===== src/rtl/serial_adder.sv =====
// serial_adder: bit-serial A+B+cin, LSB first, one full-adder step per clock
module serial_adder #(
  parameter int WIDTH = 4
) (
  input  logic             clk,
  input  logic             rst_n,
  input  logic             start,
  input  logic [WIDTH-1:0] A,
  input  logic [WIDTH-1:0] B,
  input  logic             cin,
  output logic             busy,
  output logic             done,
  output logic [WIDTH-1:0] S,
  output logic             cout,
  output logic             ovf
);
  localparam int CW = $clog2(WIDTH);
  typedef enum logic [1:0] {IDLE, RUN, DONE} state_t;
  state_t state;
  logic [WIDTH-1:0] a_sh, b_sh, sum_sh;
  logic [CW-1:0] cnt;
  logic carry, a_msb, b_msb, s_bit, c_next;
  always_comb begin
    s_bit  = a_sh[0] ^ b_sh[0] ^ carry;
    c_next = (a_sh[0] & b_sh[0]) | (carry & (a_sh[0] ^ b_sh[0]));
  end
  always_ff @(posedge clk or negedge rst_n) begin
    if (!rst_n) begin
      state  <= IDLE;
      busy   <= 1'b0;
      done   <= 1'b0;
      S      <= '0;
      cout   <= 1'b0;
      ovf    <= 1'b0;
      a_sh   <= '0;
      b_sh   <= '0;
      sum_sh <= '0;
      cnt    <= '0;
      carry  <= 1'b0;
      a_msb  <= 1'b0;
      b_msb  <= 1'b0;
    end else if (state != RUN && start) begin
      state  <= RUN;
      busy   <= 1'b1;
      done   <= 1'b0;
      a_sh   <= A;
      b_sh   <= B;
      sum_sh <= '0;
      cnt    <= '0;
      carry  <= cin;
      a_msb  <= A[WIDTH-1];
      b_msb  <= B[WIDTH-1];
    end else if (state == RUN) begin
      a_sh   <= a_sh >> 1;
      b_sh   <= b_sh >> 1;
      sum_sh <= {s_bit, sum_sh[WIDTH-1:1]};
      carry  <= c_next;
      cnt    <= cnt + CW'(1);
      if (cnt == CW'(WIDTH - 1)) begin
        state <= DONE;
        busy  <= 1'b0;
        done  <= 1'b1;
        S     <= {s_bit, sum_sh[WIDTH-1:1]};
        cout  <= c_next;
        ovf   <= (a_msb == b_msb) && (s_bit != a_msb);
      end
    end else begin
      state <= IDLE;
      done  <= 1'b0;
    end
  end
endmodule

===== config.mk =====
export PLATFORM = sky130hd
export DESIGN_NAME = serial_adder
export DESIGN_NICKNAME = d
export VERILOG_FILES = /design/src/rtl/serial_adder.sv
export SDC_FILE = /design/constraint.sdc
export NUM_CORES = 1
export LEC_CHECK = 0
export CORE_ASPECT_RATIO = 0.9
export CORE_MARGIN = 4
export CORE_UTILIZATION = 50
export CTS_CLUSTER_DIAMETER = 150
export DETAILED_ROUTE_END_ITERATION = 10
export GPL_TIMING_DRIVEN = 1
export MAX_ROUTING_LAYER = met4
export PLACE_DENSITY = 0.79
export SLEW_MARGIN = 40
export SYNTH_ARGS = -nofsm -noshare
export SYNTH_HDL_FRONTEND = slang
export SYNTH_SLANG_ARGS = --single-unit

===== constraint.sdc =====
create_clock -name clk -period 2.8 [get_ports clk]
set_clock_uncertainty 0.05 [all_clocks]
set_input_delay 0.28 -clock clk [delete_from_list [all_inputs] [get_ports clk]]
set_output_delay 0.28 -clock clk [all_outputs]
set_load 0.01 [all_outputs]

=== Yosys cells after proc, flatten, opt, wreduce, memory -nomap -nowiden ===
Index checks and enable logic that the tools add are counted.

* Output and inout port bits: 8
* Word-level logic and storage cells: 51
* Register bits after elaboration: 27
* Input port bits: 12

* Eq/ne operators: 6
* Add/sub/neg operators: 1
* Bitwise gates (word level): 6
* Reduce and logical (&&, ||, !) cells: 6
* Multiplexer cells: 19

{| class="wikitable"
|+ Operators with widths
! cell !! count
|-
| 4-bit two-way mux || 6
|-
| 2-bit two-way mux || 5
|-
| 1-bit two-way mux || 8
|-
| 2-bit nonzero test || 2
|-
| 3-bit by 2-bit != test with 1-bit output (second input constant) || 1
|-
| 3-bit AND reduction || 1
|-
| 2-bit by 1-bit adder with 2-bit output (second input constant) || 1
|-
| 1-bit bitwise AND || 2
|-
| 2-bit by 1-bit == test with 1-bit output (second input constant) || 1
|-
| 2-bit == test (second input constant) || 1
|-
| 1-bit logical AND || 2
|-
| 2-bit by 1-bit != test with 1-bit output (second input constant) || 1
|-
| 2-bit AND reduction || 1
|-
| 1-bit XOR || 2
|-
| 1-bit == test || 1
|-
| 1-bit != test || 1
|-
| 1-bit NOT || 1
|-
| 1-bit OR || 1
|}

=== Logic depth before layout (Yosys ltp) ===
* Depth after elaboration: 5
* Gate-level depth with buffers: 5
* Mapped depth without buffers: 4

=== Worst setup path after synthesis ===
No wires, ideal clock.

* Path kind: reg2reg
* Start: register a_sh[0]
* End: register ovf
* Arrival: 1.426 ns
* Required time: 2.669 ns
* Cell stages (with the launch flop): 5
* Setup time: 0.081 ns
* Setup slack: 1.243 ns
* Path buffers: 0
* Period minus slack after synthesis: 1.557 ns
* Path through: dfrtp_1 inv_1 fa_1 or3_1 a31oi_2

* Cells in the longest elaborated chain, start to end: 4

{| class="wikitable"
|+ RTL lines
! what !! line !! source
|-
| from (decl) || 20 || <nowiki>logic [WIDTH-1:0] a_sh, b_sh, sum_sh;</nowiki>
|-
| from (signal assigned) || 54 || <nowiki>a_sh <= a_sh >> 1;</nowiki>
|-
| 1-bit XOR (2 in a row) || 24 || <nowiki>s_bit = a_sh[0] ^ b_sh[0] ^ carry;</nowiki>
|-
| 1-bit != test || 65 || <nowiki>ovf <= (a_msb == b_msb) && (s_bit != a_msb);</nowiki>
|-
| 1-bit logical AND || 65 ||
|-
| to (signal assigned) || 65 ||
|-
| to (decl) || 15 || <nowiki>output logic ovf</nowiki>
|}

No other way between the ends.
A chain may end at the register's enable or synchronous reset.

=== Worst setup path in the final report ===
Ends and elaborated chain as after synthesis.

==> impl_metrics.json <==
{
  "rsz0062_at_grt": "false",
  "die-area_um2": 3088,
  "maxCapViolCount": 0,
  "worstPathArrival_ps": 1850,
  "whs_ps": 272.6,
  "outcome": "finished, final reports clean",
  "end_kind": "flip-flop",
  "r2r_slack_ps": 1140,
  "r2r_start": "a_sh[0]$_DFFE_PN0P_",
  "synthArstFlopShare_pct": 100.0,
  "postCtsHoldBufs": 0,
  "synth-edff-count": 0,
  "die_y_um": 53.12,
  "cts_resized": 0,
  "synthTopCellsByCount": "dfrtp_1 (25), nand2_1 (15), mux2i_1 (8)",
  "ys.flop_type": "dfrtp_1",
  "cellPowerDensity_nw_per_um2": 1004,
  "cp_cell_sequence": "inv_1 -> fa_1 -> or3_1 -> a31oi_2",
  "port_buffers": 19,
  "path_class": "reg -> reg",
  "tightest_slew_ps": 779.2,
  "postLayoutCellArea_um2": 1336,
  "root_buffer": "clkbuf_4",
  "first_iter_violations": 11,
  "synthCells": 94,
  "cts_buffers": 3,
  "dr.pass1.iters": 4,
  "syn_area_per_cell_um2": 12.03,
  "ios": 20,
  "syn_area_um2": 1131,
  "ys_warn_count": 0,
  "m1WireLength_um": 814,
  "highest_layer": "met4",
  "cts_tree": "built",
  "die_x_um": 58.14,
  "fmax_mhz": 601.2,
  "synth_fp_nets": 108,
  "min_period_ps": 1663,
  "clk_latency_ps": 300,
  "timing.final.crit_share_pct": 59.40,
  "synth_area_leaders": "dfrtp_1 (55%), mux2i_1 (7.1%), nand2_1 (5.0%), buf_6 (4.0%), o21ai_0 (3.1%)",
  "crit_path_max_fanout": 4,
  "startpoint_type": "flip-flop",
  "core_um2": 2162,
  "fillers": 182,
  "antenna_found_initial": 0,
  "dpl.hpwl_um": 1348,
  "cts_sinks": 25,
  "synth.top_cell.area_share_pct": 55.31,
  "wl_per_cell_um": 12.30,
  "cpMaxStageDelayCell": "fa_1",
  "drc": 0,
  "placed_area_um2": 1310,
  "synth_top_area_cell": "dfrtp_1",
  "grt_pass1_vias": 735,
  "grt_max_degree": 26,
  "cts_setup_buffers": 0,
  "cts.path.max_buffers": 2,
  "r2r-end": "ovf$_DFFE_PN0P_",
  "yosysUniqueCellTypes": 25,
  "final_nets": 128,
  "via_per_inst": 5.036,
  "wirelength_um": 1722,
  "grt_overflow_total": 0,
  "slowest_delay_ps": 530,
  "slew_headroom_pct": 47.89,
  "met3_wirelength_um": 115,
  "synth-seq-cells": 25,
  "hold_viol": 0,
  "place.gp.congestion": 0.7774,
  "antenna_left": 0,
  "slew_violations": 0,
  "setup_viol": 0,
  "vias": 705,
  "worstPathRequired_ps": 2990,
  "area_growth_pct": 18.14,
  "ir_drop_mv": 0.5840,
  "fin_setup_tns_ps": 0,
  "start_util_pct": 52.31,
  "p_leak_nw": 0.6363,
  "clk_pin_slew_worst_paths_ps": 120,
  "hold_path.class": "in -> async",
  "ys_seq_area_share_pct": 55.31,
  "drive_gt1_share_pct": 10.62,
  "met2WireLength_um": 759,
  "htreeDepth": 1,
  "grt_usage_pct": 13.90,
  "grt_pass1_wl_um": 3084,
  "r2r_cells": 4,
  "num_antenna_cells": 0,
  "yosysMostFrequentCell": "dfrtp_1",
  "rows": 16
}
[where the power goes]
| group | internal [mW] | total [mW] | switching, mW |
|---|---|---|---|
| clock network | 0.0555 | 0.152 | 0.0962 |
| logic | 0.295 | 0.580 | 0.285 |
| registers | 0.521 | 0.611 | 0.0901 |
[worst max path at each step]
stage | startpoint | endpoint | slack, ps | cells after the start
final | a_sh[0]$_DFFE_PN0P_ | ovf$_DFFE_PN0P_ | 1140 | 4
after global routing | a_sh[0]$_DFFE_PN0P_ | ovf$_DFFE_PN0P_ | 1060 | 4
after CTS | a_sh[0]$_DFFE_PN0P_ | ovf$_DFFE_PN0P_ | 1120 | 4
after detailed placement | start | cnt[0]$_DFFE_PN0P_ | 930 | 3
after global placement | start | cnt[0]$_DFFE_PN0P_ | 970 | 3
after floorplan | a_sh[0]$_DFFE_PN0P_ | ovf$_DFFE_PN0P_ | 1240 | 4
[cells in the final DEF, fill, tap and decap left out, types with 2 or more instances in the layout]
master           count
a21oi_1              2
clkbuf_4             3
clkdlybuf4s50_1     19
dfrtp_1             25
inv_1                4
mux2_1               3
mux2_4               2
mux2i_1              8
nand2_1             15
nand3b_1             4
nor2_1               5
o21ai_0              7
o21ai_1              2
[kinds of logic after synthesis]
logic type | after synthesis | share of synthesized area (%)
adder cells (fa/ha/maj) | 2 | 2.876
flip-flops | 25 | 55.31
AO/OA/AOI/OAI | 14 | 7.632
multiplexers | 14 | 13.72
AND/OR/NAND/NOR | 30 | 14.49
buffers and inverters | 9 | 5.973
[cell type report]
cell class	count	area, µm²	share of cell area, %
Multi-Input combinational cell	60	437.9	32.77
Tap cell	27	33.78	2.528
Timing Repair Buffer	20	197.7	14.79
Clock buffer	4	26.28	1.966
Sequential cell	25	625.6	46.82
Inverter	4	15.01	1.124
[per-layer routing]
metal | vias to the layer above | global-route usage [%]
met5 | - | -
met2 | 21 | 22.74
met1 | 329 | 15.76
li1 | 351 | -
met4 | 0 | 8.108
met3 | 4 | 3.171
[metrics by stage]
| stage | cells | setup slack, ps | power, mW | util [%] |
|---|---|---|---|---|
| final | 140 | 1137 | 1.342 | 61.81 |
| after global routing | 140 | 1062 | 1.460 | 61.81 |
| after CTS | 140 | 1121 | 1.366 | 61.81 |
| after detailed placement | 136 | 929.1 | 1.216 | 60.59 |
| after global placement | 136 | 973.9 | 1.187 | 60.59 |
| after floorplan | 94 | 1243 | 1.046 | - |
[sequential cells by signal (all words and copies together) (netlist names)]
signal	count
S	4
a_msb	1
a_sh	4
b_msb	1
b_sh	4
busy	1
carry	1
cnt	2
cout	1
done	1
ovf	1
state	1
sum_sh	3
[critical path, delay by kind of cell, from the launching register on]
| family | cells | cell delay [ps] |
|---|---|---|
| fa+ha+maj | 1 | 530 |
| simple gates | 1 | 410 |
| flops | 1 | 370 |
| compound gates | 1 | 180 |
| buf+inv | 1 | 60 |
(Power assumes the default switching activity.)
